[config.mk]
export PLATFORM = sky130hd
export DESIGN_NAME = sha256_mem_responder
export DESIGN_NICKNAME = d
export VERILOG_FILES = /design/src/rtl/sha_mem_pkg.sv /design/src/rtl/sha_word_ram.sv /design/src/rtl/sha256_mem_responder.sv
export SDC_FILE = /design/constraint.sdc
export NUM_CORES = 2
export LEC_CHECK = 0
export BUFFER_PORTS_ARGS = -buffer_cell sky130_fd_sc_hd__buf_2
export CORE_MARGIN = 3
export CORE_UTILIZATION = 33
export DETAILED_ROUTE_END_ITERATION = 12
export HOLD_SLACK_MARGIN = 0.12
export PLACE_DENSITY_LB_ADDON = 0.3
export RECOVER_POWER = 25
export SYNTH_ARGS = -nofsm -noshare
export SYNTH_HDL_FRONTEND = slang
export SYNTH_HIERARCHICAL = 1
export SYNTH_SLANG_ARGS = --single-unit
export TNS_END_PERCENT = 5
[constraint.sdc]
create_clock -name clk -period 9.4 [get_ports clk]
set_clock_uncertainty 0.2 [all_clocks]
set_input_delay 0.47 -clock clk [delete_from_list [all_inputs] [get_ports clk]]
set_output_delay 0.47 -clock clk [all_outputs]
set_load 0.01 [all_outputs]
[src/rtl/sha_mem_pkg.sv]
// Shared types and constants for the sha256 memory responder.
// Holds the responder FSM encoding, word widths and a width helper.
package sha_mem_pkg;

    localparam int unsigned WORD_W     = 32;
    localparam int unsigned ADDR_W     = 16;
    localparam int unsigned HASH_WORDS = 8;

    typedef enum logic [2:0] {
        StLoad,
        StStart,
        StWaitBusy,
        StWaitDone,
        StDrain
    } resp_state_e;

    // Counter width for a 0..n-1 range, never narrower than one bit.
    function automatic int unsigned cnt_width(input int unsigned n);
        return (n > 1) ? $clog2(n) : 1;
    endfunction

endpackage

[src/rtl/sha_word_ram.sv]
// Register-array word RAM: one write port, one registered read port, one async read port.
// The whole array is cleared by the asynchronous reset.
module sha_word_ram
    import sha_mem_pkg::*;
#(
    parameter int unsigned Depth = 64,
    parameter int unsigned AddrW = cnt_width(Depth)
) (
    input  logic              clk,
    input  logic              reset_n,
    input  logic              we_i,
    input  logic [AddrW-1:0]  waddr_i,
    input  logic [WORD_W-1:0] wdata_i,
    input  logic              rvalid_i,
    input  logic [AddrW-1:0]  raddr_i,
    output logic [WORD_W-1:0] rdata_o,
    input  logic [AddrW-1:0]  araddr_i,
    output logic [WORD_W-1:0] ardata_o
);

    logic [WORD_W-1:0] mem_q [Depth];
    logic [WORD_W-1:0] rdata_q;

    // Non-blocking update gives old data on a same-address read-during-write.
    always_ff @(posedge clk or negedge reset_n) begin
        if (!reset_n) begin
            for (int i = 0; i < Depth; i++) begin
                mem_q[i] <= '0;
            end
            rdata_q <= '0;
        end else begin
            if (we_i) begin
                mem_q[waddr_i] <= wdata_i;
            end
            rdata_q <= rvalid_i ? mem_q[raddr_i] : '0;
        end
    end

    assign rdata_o  = rdata_q;
    assign ardata_o = mem_q[araddr_i];

endmodule

[src/rtl/sha256_mem_responder.sv]
// Memory-side responder for the sha256 core: loads the message from a host stream, kicks the
// core, serves its word-addressed memory port, then streams the eight hash words back.
module sha256_mem_responder
    import sha_mem_pkg::*;
#(
    parameter int unsigned NUM_OF_WORDS = 20,
    parameter int unsigned DEPTH        = 64,
    parameter int unsigned MSG_BASE     = 0,
    parameter int unsigned OUT_BASE     = 32,
    parameter int unsigned TIMEOUT      = 4096
) (
    input  logic              clk,
    input  logic              reset_n,
    input  logic              in_valid,
    input  logic [WORD_W-1:0] in_data,
    output logic              in_ready,
    output logic              hash_valid,
    output logic [WORD_W-1:0] hash_data,
    output logic              hash_last,
    input  logic              hash_ready,
    output logic              core_start,
    output logic [ADDR_W-1:0] core_message_addr,
    output logic [ADDR_W-1:0] core_output_addr,
    input  logic              core_done,
    input  logic              mem_we,
    input  logic [ADDR_W-1:0] mem_addr,
    input  logic [WORD_W-1:0] mem_write_data,
    output logic [WORD_W-1:0] mem_read_data,
    output logic              timeout_err,
    output logic              addr_err
);

    localparam int unsigned AddrW = cnt_width(DEPTH);
    localparam int unsigned CntW  = cnt_width(NUM_OF_WORDS);
    localparam int unsigned KW    = cnt_width(HASH_WORDS);
    localparam int unsigned TmrW  = cnt_width(TIMEOUT);

    if (MSG_BASE + NUM_OF_WORDS > OUT_BASE) begin : g_chk_msg
        $fatal(1, "message region overlaps hash region");
    end
    if (OUT_BASE + HASH_WORDS > DEPTH) begin : g_chk_out
        $fatal(1, "hash region exceeds RAM depth");
    end

    resp_state_e       state_q, state_d;
    logic [CntW-1:0]   cnt_q, cnt_d;
    logic [KW-1:0]     k_q, k_d;
    logic [TmrW-1:0]   tmr_q, tmr_d;
    logic              timeout_err_q, timeout_err_d;
    logic              addr_err_q;

    logic              mem_oob;
    logic              ram_we;
    logic [AddrW-1:0]  ram_waddr;
    logic [WORD_W-1:0] ram_wdata;
    logic [WORD_W-1:0] ram_ardata;

    assign mem_oob = 32'(mem_addr) >= DEPTH;

    always_ff @(posedge clk or negedge reset_n) begin
        if (!reset_n) begin
            state_q       <= StLoad;
            cnt_q         <= '0;
            k_q           <= '0;
            tmr_q         <= '0;
            timeout_err_q <= 1'b0;
            addr_err_q    <= 1'b0;
        end else begin
            state_q       <= state_d;
            cnt_q         <= cnt_d;
            k_q           <= k_d;
            tmr_q         <= tmr_d;
            timeout_err_q <= timeout_err_d;
            addr_err_q    <= addr_err_q | mem_oob;
        end
    end

    always_comb begin
        state_d       = state_q;
        cnt_d         = cnt_q;
        k_d           = k_q;
        tmr_d         = tmr_q;
        timeout_err_d = timeout_err_q;
        unique case (state_q)
            StLoad: begin
                if (in_valid) begin
                    if (cnt_q == CntW'(NUM_OF_WORDS - 1)) begin
                        cnt_d   = '0;
                        state_d = StStart;
                    end else begin
                        cnt_d = cnt_q + 1'b1;
                    end
                end
            end
            StStart: begin
                tmr_d   = '0;
                state_d = StWaitBusy;
            end
            StWaitBusy, StWaitDone: begin
                // Busy phase waits for done to drop, done phase waits for it to rise again.
                if ((state_q == StWaitBusy) && !core_done) begin
                    tmr_d   = '0;
                    state_d = StWaitDone;
                end else if ((state_q == StWaitDone) && core_done) begin
                    k_d     = '0;
                    state_d = StDrain;
                end else if (tmr_q == TmrW'(TIMEOUT - 1)) begin
                    timeout_err_d = 1'b1;
                    state_d       = StLoad;
                end else begin
                    tmr_d = tmr_q + 1'b1;
                end
            end
            StDrain: begin
                if (hash_ready) begin
                    k_d = k_q + 1'b1;
                    if (k_q == KW'(HASH_WORDS - 1)) begin
                        state_d = StLoad;
                    end
                end
            end
            default: state_d = StLoad;
        endcase
    end

    // Host owns the write port while loading; the core only while it is running.
    always_comb begin
        ram_we    = 1'b0;
        ram_waddr = '0;
        ram_wdata = '0;
        unique case (state_q)
            StLoad: begin
                ram_we    = in_valid;
                ram_waddr = AddrW'(MSG_BASE) + AddrW'(cnt_q);
                ram_wdata = in_data;
            end
            StWaitBusy, StWaitDone: begin
                ram_we    = mem_we && !mem_oob;
                ram_waddr = mem_addr[AddrW-1:0];
                ram_wdata = mem_write_data;
            end
            default: ;
        endcase
    end

    sha_word_ram #(
        .Depth (DEPTH),
        .AddrW (AddrW)
    ) u_ram (
        .clk      (clk),
        .reset_n  (reset_n),
        .we_i     (ram_we),
        .waddr_i  (ram_waddr),
        .wdata_i  (ram_wdata),
        .rvalid_i (!mem_oob),
        .raddr_i  (mem_addr[AddrW-1:0]),
        .rdata_o  (mem_read_data),
        .araddr_i (AddrW'(OUT_BASE) + AddrW'(k_q)),
        .ardata_o (ram_ardata)
    );

    assign in_ready          = (state_q == StLoad);
    assign core_start        = (state_q == StStart);
    assign hash_valid        = (state_q == StDrain);
    assign hash_last         = hash_valid && (k_q == KW'(HASH_WORDS - 1));
    assign hash_data         = hash_valid ? ram_ardata : '0;
    assign core_message_addr = ADDR_W'(MSG_BASE);
    assign core_output_addr  = ADDR_W'(OUT_BASE);
    assign timeout_err       = timeout_err_q;
    assign addr_err          = addr_err_q;

endmodule

After elaboration in Yosys (flattened, before gate mapping)
Index checks and enable logic that the tools add are counted.
Word-level totals
  register bits: 2105
  bits of input ports: 86
  output and inout port bits: 102
  logic and storage cells: 149
Operators by class
  $add $sub $neg: 4
  $lt $le $gt $ge: 5
  eq/ne operators: 16
  mux-type cells: 31
  bitwise operators: 6
  reduce and logical (&&, ||, !) cells: 16
Operator list (count)
  bitwise mux 2048 bit: 1
  binary-select mux 32 bit (select 6 bit): 2
  2-to-1 mux 32 bit: 7
  demux 32 bit (select 6 bit): 1
  one-hot mux 32 bit (2 select lines): 1
  2-to-1 mux 12 bit: 3
  2-to-1 mux 3 bit: 10
  one-hot mux 12 bit (2 select lines): 1
  >= comparator 7 bit, second input constant: 3
  NOT 6 -> 7 bit: 3
  >= comparator 16 x 7 -> 1 bit, second input constant: 1
  adder 12 x 1 -> 12 bit, second input constant: 1
  equality test 12 bit, second input constant: 1
  one-hot mux 3 bit (4 select lines): 1
  one-hot mux 6 bit (2 select lines): 1
  AND reduction 4 bit: 2
  < comparator 7 x 1 -> 1 bit, second input constant: 1
  adder 6 x 3 -> 6 bit, first input constant: 1
  equality test 3 x 2 -> 1 bit, second input constant: 2
  equality test 3 bit, second input constant: 2
  inequality test 2 x 1 -> 1 bit, second input constant: 3
  inequality test 2 bit, second input constant: 3
  inequality test 3 bit, second input constant: 2
  one-hot mux 3 bit (2 select lines): 1
  17 further kinds: 24

Logic depth before layout (Yosys ltp)
  depth after elaboration: 9
  depth in mapped cells: 11
  mapped depth without buffers: 8

Cells and area by module
Netlist, hierarchy kept.
By module, submodules not included
  sha_word_ram: times used 1, cells an instance 6862, area each 109722.7 um^2, seq. area each 52049.9 um^2
  sha256_mem_responder: times used 1, cells an instance 272, area each 2394.8 um^2, seq. area each 625.6 um^2

Least setup slack after synthesis
Ideal clock, no wire load.
  kind: in2reg
  from: input port mem_addr[11]
  to: register u_ram/mem_q[161] in the netlist's numbering
  data arrival time: 2.946 ns
  data required time: 9.075 ns
  path slack: 6.130 ns
  stages: 9
  buffers on the path: 1
  cell sequence: or4_4 nor4_4 nand3_1 nand2_1 nor2b_1 nand2_1 nor2_1 clkbuf_1 mux2_2
Between the ends
  word-level cells in the longest chain between the ends: 4
RTL lines
  from (decl): line sha256_mem_responder.sv:26  | input logic [ADDR_W-1:0] mem_addr,
  >= comparator 16 x 7 -> 1 bit: line sha256_mem_responder.sv:58  | assign mem_oob = 32'(mem_addr) >= DEPTH;
  logical NOT 1 bit
  logical AND 1 bit: line sha256_mem_responder.sv:138  | ram_we = mem_we && !mem_oob;
  one-hot mux 1 bit (2 select lines): line sha256_mem_responder.sv:131  | unique case (state_q)
  via ram_we: line sha256_mem_responder.sv:53  | logic ram_we;
  to (signal, indexed assignment): line sha_word_ram.sv:33  | mem_q[waddr_i] <= wdata_i;
  to (decl): line sha_word_ram.sv:21  | logic [WORD_W-1:0] mem_q [Depth];
The timed path passes the listed nets, and every way through them passes these cells.
A chain may end at the register's enable or synchronous reset.

Final worst setup path
  from: register state_q[2]
  to: register u_ram/mem_q[150] in the netlist's numbering
Between the ends
  elaborated cells on any way between the ends: 14
  classes of those cells: order compare: 2; eq/ne: 2; mux: 6; bitwise: 1; reduce/logical: 3
RTL lines
  from (decl): line sha256_mem_responder.sv:45  | resp_state_e state_q, state_d;
  from (signal assigned): line sha256_mem_responder.sv:62  | state_q <= StLoad;
  from (signal assigned): line sha256_mem_responder.sv:69  | state_q <= state_d;
  equality test 3 x 2 -> 1 bit: line sha256_mem_responder.sv:131
  OR reduction 2 bit: line sha256_mem_responder.sv:131
  one-hot mux 1 bit (2 select lines) (*): line sha256_mem_responder.sv:131
  via ram_we: line sha256_mem_responder.sv:53
Mark *: on every way through the listed nets, which the timed path passes. The rest lies on a longest branch.

==> run metrics <==
1st-iter DRT viols=about 7700; Ports=around 190; Tmin final=about 7000 ps; met3 Track Usage GR=4.90%; CP max FO=44; worst setup margin=2260 ps; failing checks=max-capacitance violations, max-slew violations; IO Port Bufs=155; CP arrival=7690 ps; Tot GR Track Use=23.2%; Crit Path Category=flop to flop; die height=between 500 and 600 µm; Setup Viol. Count Final=0; library cells used by synthesis=80; GR Layer Usage met2=35.8%; commonest non-fill, non-tap cells in the layout=dfrtp_1, mux2_2, mux4_2; Detailed Place HPWL=240000 µm; DP Worst Slack=3480 ps; Worst Path Required=9960 ps; most common cell after layout, fill and taps aside=dfrtp_1; # rows=213; clock sink total=roughly 2100; CP Launch Type=flop; Max transition margin=-179%; Post-synth EDFFs=0; actual slew at the worst max-slew pin=4190 ps; met1 Usage GRT=31.9%; CTS clk-pin slew, worst paths=60 ps; Max Cap Viol=15; DRC violations left=0; Mapped Area=112000 µm²; Max Fclk=140 MHz; H-tree depth=4; worst hold slack=~270 ps; via density per instance=6.07; top_reg_cell synth=dfrtp_1; critical path endpoint category=flop; Final TNS setup=0 ps; Hold Path Class=primary input to flop; Sequential Power Share=just under 40%; fin cells=11700; CTS tree=yes; final hold viol count=0; Total Nets Final=7046; routed wire length=between 400000 and 500000 µm; Area Growth Syn to Fin=11.6%; vias in the first global route=approximately 73000; drt pass-1 iters=5; Peak VDD IR=0.000291 V; Synth Area per Inst=15.7 µm²; CTS root buf=clkbuf_16; combinational power share=31.5%; vias post-DR=70900; Starting Density=33.2%; clock latency at the later pin of the worst-skew pair=920 ps; placed cell count=11200; first-pass GRT wire length=579000 µm; largest net degree at the start of global routing=187; ys async rst share=100%; CTS buffer count=243; RSZ-0062 raised after global routing=no; status=finished with violations; sw frac=33.8%; Avg WL per Cell=35.0 µm; Final Core Density=37.1%; post-synthesis sequential element count=~2100; deepest clock path buffer count=4; total die area=347000 µm²; fraction of layout cells with a size suffix above 1=between 50% and 60%; Routed Antenna Nets=0; Filler Cells Inserted=31700; Seq/Total Area, Yosys=47.0%; initial antenna violation count=26; Internal=21.2 mW; GRT overflow=0; LEAKAGE=55.5 nW; Core Box Area=roughly 340000 µm²; final critical-path share of the clock period=about three quarters; Clock power frac=29.3%; max-slew violation count=1003; P_sw=10.8 mW; Power Density=approximately 260 nW/µm²; die width=roughly 600 µm; Synth Warn #=6; global route hottest layer=met2; Syn Inst Count=a little over 7000; Final GP Congestion=about 0.84
==> Yosys cell counts (19+ instances only) <==
cell	count	area share, %
nand3_1	31	0.14
nor2b_1	22	0.12
o22ai_1	61	0.34
buf_4	78	0.52
clkbuf_1	438	1.5
a22o_1	38	0.30
a22oi_1	31	0.21
o221ai_1	32	0.25
mux4_2	1162	23
buf_1	105	0.35
dfrtp_1	2105	47
mux2i_1	117	1.0
a31oi_1	40	0.22
buf_6	20	0.20
mux2_2	2070	21
nor2_1	114	0.38
and3_1	38	0.21
buf_2	168	0.75
and2_1	19	0.11
a21oi_1	34	0.15
nand2_1	199	0.67
==> worst max-delay path: stages, from the launching register on <==
cell and delay (ps):
dfrtp_1 1450, nor3_4 900, buf_4 620, nand2_1 280, nand2_1 240, nor2b_1 400
nand3_1 700, nor2_4 950, buf_4 710, mux2_2 400
==> path summary, 6_finish.rpt <==
kind	start	end	slack, ps	depth (start not counted)
max	state_q[2]	u_ram/mem_q[150]	2260	9
min	hash_ready	k_q[1]	270	4
max reg2reg	state_q[2]	u_ram/mem_q[150]	2260	9
min reg2reg	addr_err	addr_err	270	1
max in group asynchronous	reset_n	u_ram/mem_q[1004]	2680	4
min in group asynchronous	reset_n	u_ram/mem_q[7]	1130	3
==> final cells by class <==
cell class | instances | area [µm²] | area share (%)
multi-input combinational | 4243 | 56400 | 45.0
sequential | 2105 | 52700 | 42.1
clock buffer | 369 | 7320 | 5.85
tap | 4515 | 5650 | 4.51
timing repair buffer | 352 | 2540 | 2.03
clock inverter | 62 | 488 | 0.390
inverter | 11 | 46.3 | 0.0370
antenna | 15 | 37.5 | 0.0300
==> power by group through the flow <==
stage	Clock [mW]	Sequential (mW)	Combinational [mW]
after detailed placement	0	12.6	9.98
after global placement	0	12.5	9.83
after global routing	9.89	12.8	10.7
after floorplan	0	11.9	7.43
after CTS	9.53	12.5	10.0
final	9.37	12.5	10.1
==> cell families after synthesis <==
kind of cell | Yosys count | synth area share (%)
muxes | 3349 | 45.2
DFF | 2105 | 47.0
buffers and inverters | 822 | 3.35
and+or+nand+nor | 498 | 2.11
AOI/OAI and AO/OA | 352 | 2.32
adders and majority gates | 4 | 0.0446
other | 2 | 0.00670
xor gates and xnor gates | 2 | 0.0156
==> metal layers <==
layer	up-vias	routed length, µm
met5	-	57
met4	8	18900
met3	758	33200
met2	3303	187000
met1	39400	170000
li1	27400	-
==> metrics by stage <==
stage	total power [mW]	instance area (µm²)
finish	32.0	125000
global route	33.3	125000
CTS	32.0	125000
detailed placement	22.6	117000
global placement	22.3	117000
floorplan	19.4	112000
==> state kept, by name (all words and copies together), names as in the netlist <==
name and count:
k_q 3, state_q 3, addr_err 1, u_ram/rdata_o 32, u_ram/mem_q 2048, cnt_q 5, timeout_err 1, tmr_q 12
==> repair_timing <==
action,4_1_cts,5_1_grt
resized for setup,0,0
endpoints found under the hold margin,157,0
setup buffers,0,0
hold buffers,11,0
Note: power is estimated with default switching activity, not from simulation.
